### src/rtl/serial_subtractor_pkg.sv
// Shared definitions for the bit-serial subtractor: FSM state encodings and
// the default operand width.
package serial_subtractor_pkg;

  localparam int DEFAULT_WIDTH = 8;

  // 2'd3 is never entered; the FSM treats it as IDLE.
  typedef enum logic [1:0] {
    ST_IDLE  = 2'd0,
    ST_SHIFT = 2'd1,
    ST_DONE  = 2'd2
  } state_t;

endpackage

### src/rtl/full_subtractor.sv
// One-bit full subtractor: diff = inp1 - inp2 - bin, with borrow-out.
// The difference is two cascaded XOR cells; the borrow is pure NAND logic.
module full_subtractor (
  input  logic inp1,
  input  logic inp2,
  input  logic bin,
  output logic diff,
  output logic bout
);

  logic x_ab;
  logic n_a;
  logic n_x;
  logic t_ab;
  logic t_xb;

  gate_xor u_xor_ab (
    .inp1 (inp1),
    .inp2 (inp2),
    .out  (x_ab)
  );

  gate_xor u_xor_d (
    .inp1 (x_ab),
    .inp2 (bin),
    .out  (diff)
  );

  // bout = (~a & b) | (~(a ^ b) & bin), written as a NAND-of-NANDs.
  assign n_a  = ~(inp1 & inp1);
  assign n_x  = ~(x_ab & x_ab);
  assign t_ab = ~(n_a & inp2);
  assign t_xb = ~(n_x & bin);
  assign bout = ~(t_ab & t_xb);

endmodule

### src/rtl/gate_xor.sv
// Two-input XOR gate, the basic difference-forming cell shared with the
// adder datapath.
module gate_xor (
  input  logic inp1,
  input  logic inp2,
  output logic out
);

  assign out = inp1 ^ inp2;

endmodule

### src/rtl/serial_subtractor.sv
// Bit-serial two's-complement subtractor: inp1 - inp2, one bit per clock,
// LSB first, framed by a start/busy/done handshake.
module serial_subtractor
  import serial_subtractor_pkg::*;
#(
  parameter int WIDTH = DEFAULT_WIDTH
) (
  input  logic             clk,
  input  logic             rst,
  input  logic             start,
  input  logic [WIDTH-1:0] inp1,
  input  logic [WIDTH-1:0] inp2,
  output logic             busy,
  output logic             done,
  output logic [WIDTH-1:0] out,
  output logic             borrow
);

  localparam int CW = $clog2(WIDTH);
  localparam logic [CW-1:0] LAST = CW'(WIDTH - 1);

  state_t           state_reg;
  logic [WIDTH-1:0] a_reg;
  logic [WIDTH-1:0] b_reg;
  logic [WIDTH-2:0] res_reg;
  logic [CW-1:0]    cnt_reg;
  logic             bor_reg;
  logic [WIDTH-1:0] out_reg;
  logic             borrow_reg;
  logic             busy_reg;
  logic             done_reg;

  logic             d_bit;
  logic             bout_bit;
  logic [WIDTH-1:0] res_full;

  full_subtractor u_fs (
    .inp1 (a_reg[0]),
    .inp2 (b_reg[0]),
    .bin  (bor_reg),
    .diff (d_bit),
    .bout (bout_bit)
  );

  // The newest bit enters at the MSB; after WIDTH shifts bit 0 sits at position 0.
  // Only WIDTH-1 partial bits need storing since the last one comes straight from the cell.
  assign res_full = {d_bit, res_reg};

  always_ff @(posedge clk) begin
    if (rst) begin
      state_reg  <= ST_IDLE;
      a_reg      <= '0;
      b_reg      <= '0;
      res_reg    <= '0;
      cnt_reg    <= '0;
      bor_reg    <= 1'b0;
      out_reg    <= '0;
      borrow_reg <= 1'b0;
      busy_reg   <= 1'b0;
      done_reg   <= 1'b0;
    end else begin
      case (state_reg)
        ST_IDLE: begin
          busy_reg <= 1'b0;
          done_reg <= 1'b0;
          if (start) begin
            a_reg     <= inp1;
            b_reg     <= inp2;
            res_reg   <= '0;
            cnt_reg   <= '0;
            bor_reg   <= 1'b0;
            busy_reg  <= 1'b1;
            state_reg <= ST_SHIFT;
          end
        end
        ST_SHIFT: begin
          a_reg   <= a_reg >> 1;
          b_reg   <= b_reg >> 1;
          res_reg <= res_full[WIDTH-1:1];
          bor_reg <= bout_bit;
          cnt_reg <= cnt_reg + 1'b1;
          if (cnt_reg == LAST) begin
            out_reg    <= res_full;
            borrow_reg <= bout_bit;
            done_reg   <= 1'b1;
            state_reg  <= ST_DONE;
          end
        end
        ST_DONE: begin
          busy_reg  <= 1'b0;
          done_reg  <= 1'b0;
          state_reg <= ST_IDLE;
        end
        default: begin
          busy_reg  <= 1'b0;
          done_reg  <= 1'b0;
          state_reg <= ST_IDLE;
        end
      endcase
    end
  end

  assign busy   = busy_reg;
  assign done   = done_reg;
  assign out    = out_reg;
  assign borrow = borrow_reg;

endmodule
### config.mk
export PLATFORM = sky130hd
export DESIGN_NAME = serial_subtractor
export DESIGN_NICKNAME = d
export VERILOG_FILES = /design/src/rtl/serial_subtractor_pkg.sv /design/src/rtl/full_subtractor.sv /design/src/rtl/gate_xor.sv /design/src/rtl/serial_subtractor.sv
export SDC_FILE = /design/constraint.sdc
export NUM_CORES = 1
export LEC_CHECK = 0
export CORE_MARGIN = 2
export CORE_UTILIZATION = 46
export DETAILED_ROUTE_END_ITERATION = 6
export GPL_TIMING_DRIVEN = 0
export PLACE_DENSITY = 0.74
export SYNTH_ARGS = -nofsm -noshare
export SYNTH_HDL_FRONTEND = slang
export SYNTH_SLANG_ARGS = --single-unit
### constraint.sdc
create_clock -name clk -period 1.4 [get_ports clk]
set_clock_uncertainty 0.1 [all_clocks]
set_input_delay 0.28 -clock clk [delete_from_list [all_inputs] [get_ports clk]]
set_output_delay 0.28 -clock clk [all_outputs]
set_load 0.02 [all_outputs]
==> results.ini <==
[final_layout]
regArea_um2=807
stdcell_count=255
syn_to_final_growth_pct=32.1
layout-drive-gt1-share_pct=26.1
final_cell_area_um2=2270
multi_input_area_um2=835
fill_cells=322
nets=228
num_antenna_cells=0

[global_routing]
grt_max_degree=14
grt_pass1_wl_um=6020
grt_pass1_vias=1358
track_usage_pct=18.6
grt_overflow_total=0
antenna_found_initial=0

[logic_synthesis]
ys_top_cells_by_area=dfxtp_1 47%, a211oi_2 10%, mux2i_1 9.9%, nor2_1 5.0%, a22oi_1 4.8%
syn_nets=188
yosysUniqueCellTypes=27
synth_edf_count=0
yosysSeqAreaShare_pct=46.7
async_reset_ff_share_pct=0
synthCells=166
synth_area_um2=1720
synth_seq_cells=40
ys_warn_count=0
netlist.top_cell.by_area=dfxtp_1
yosysTopAreaCellShare_pct=46.7
synth_ff_type=dfxtp_1
syn_area_per_cell_um2=10.3

[clocking]
cts_tree=yes
cts_buffer_depth=2
cts_root_buf=clkbuf_8
cts_htree_levels=2
path_clk_slew_ns=0.08
insertion_delay_ns=0.30
cts.sinks=40
cts_made_buffers=5

[sta]
clock.fmax_mhz=734
period_needed_ns=1.36
worstMarginPinSlew_ns=0.690
worst_slack_ns=0.0369
finalHoldViolations=0
rsz0062_at_grt=true
setup_viol=0
period_share_pct=97.4
slew_headroom_pct=54.0
setup_tns_ns=0
final_max_slew_viol_count=0

[hold_path]
min_to=res_reg[6]
holdPathStages=2
hp-start=rst
hold_class=in2reg

[pwr]
vdd_drop_max_mv=0.772
power_frac_seq_pct=48.2
pwr-share-clk_pct=39.0
p_sw_uw=590
comb_power_share_pct=12.8
powerDensity_nw_per_um2=1120
swShare_pct=23.3
p_int_uw=1940
leakagePower_uw=0.000881

[floorplanning]
core_area_um2=3630
start_util_pct=47.2
die_y_um=65.1
die_w_um=65.1
dieArea_um2=4230
io_pins=30
rows=22

[worst_setup_path]
reg2reg_slack_ns=0.04
path_class=reg2reg
r2r-end=borrow
cp.required_ns=1.45
crit_fanout=5
crit_arrival_ns=1.42
end_kind=flop
cp-start-kind=flop
r2r_start=cnt_reg[0]
r2r_cells=6

[routing]
final_antenna_net_count=0
vias=1305
wirelength_um=3380
drc=0
top_layer_used=met4
wl_met2_um=1630
drtIter0Drc=57
wl_met3_um=169
drt_pre_antenna_iters=4
via_per_inst=5.12
wl_per_cell_um=13.3
wl_met1_um=1520

[place]
port_buffers=28
dp_hpwl_um=2360
routabilityCongestion=0.763
post-place-cells=242
pre_cts_ws_ns=-0.310
place_area_um2=2060

[outcome]
run_status=complete, no violations

[run]
max_cap_viol_count=0

==> cell type report <==
type / instances / area share, %
repair buffers: 33 / 13.6
clock buffers: 6 / 3.64
plain buffers: 12 / 5.41
inverters: 3 / 0.497
flip-flops and latches: 40 / 35.6
well taps: 48 / 2.65
clock inverters: 2 / 1.71
multi-input cells: 111 / 36.8
==> repair_timing <==
item                       4_1_cts  5_1_grt
pin swaps                        1        4
setup endpoints to repair       25       32
hold buffers                     0        0
setup buffers                    1        3
resized for setup               28        5
cloned                           1        0
==> worst max-delay path, stage by stage (launching register included) <==
cell and delay (ns):
dfxtp_2 0.34, ha_4 0.16, ha_4 0.16, and3b_2 0.22
buf_6 0.14, nor2_4 0.07, a211oi_2 0.04
==> worst max-delay path by stage <==
| stage | startpoint | to | slack, ns | cells after the start |
|---|---|---|---|---|
| detailed placement | start | a_reg[7] | -0.31 | 5 |
| finish | cnt_reg[0] | borrow | 0.04 | 6 |
| CTS | cnt_reg[0] | borrow | 0.008 | 6 |
| global placement | start | a_reg[7] | -0.30 | 5 |
| global route | cnt_reg[1] | borrow | -0.006 | 6 |
| floorplan | cnt_reg[0] | borrow | 0.0005 | 5 |
==> kinds of logic after synthesis <==
family                   Yosys count  share of synthesized area, %
buffers and inverters             15                          7.22
multiplexers                      17                          9.92
AND/OR/NAND/NOR                   53                          13.8
adder cells (fa/ha/maj)            3                          2.63
AO/OA/AOI/OAI                     38                          19.8
flip-flops                        40                          46.7
==> routing by layer <==
layer  vias up  track usage, %
met5         -               0
met4         0            7.81
met3         7            4.34
met2        30            30.9
met1       612            23.0
li1        656               -
==> cells in the final DEF (no fill, tap or decap), drive strengths merged <==
master | Yosys | layout
ha | 2 | 2
clkinv | 0 | 1
inv | 3 | 3
fa | 1 | 1
and2b | 1 | 1
a22oi | 11 | 11
a211oi | 15 | 15
mux2i | 17 | 17
o21ba | 1 | 1
and3b | 1 | 1
o21bai | 1 | 1
nand2b | 1 | 1
clkbuf | 4 | 10
nand3b | 1 | 1
a21oi | 9 | 9
clkdlybuf4s15 | 0 | 2
nor3b | 1 | 1
dlygate4sd2 | 0 | 10
clkdlybuf4s50 | 0 | 16
dfxtp | 40 | 40
bufinv | 0 | 1
nor2 | 29 | 29
buf | 8 | 13
o21ai | 1 | 1
nor3 | 2 | 2
nand2 | 17 | 17
==> per-stage QoR <==
step	util (%)	hold WS [ns]	total power, uW
finish	62.4	0.266	2530
CTS	61.5	0.263	2550
global route	62.4	0.299	2640
detailed placement	56.6	0.346	1560
floorplan	-	0.328	1460
global placement	56.6	0.338	1550
==> power by group through the flow <==
stage	registers, uW	clock network, uW	logic [uW]
after global routing	1230	1050	354
final	1220	988	324
after floorplan	1240	0	222
after detailed placement	1240	0	317
after global placement	1240	0	306
after CTS	1220	1010	322
==> Yosys cell counts, drive strengths merged, types with 2 or more instances <==
cell type,number
dfxtp,40
ha,2
buf,8
clkbuf,4
nor3,2
a211oi,15
a22oi,11
mux2i,17
nor2,29
inv,3
nand2,17
a21oi,9
No activity file was read; power rests on OpenSTA's default activity.
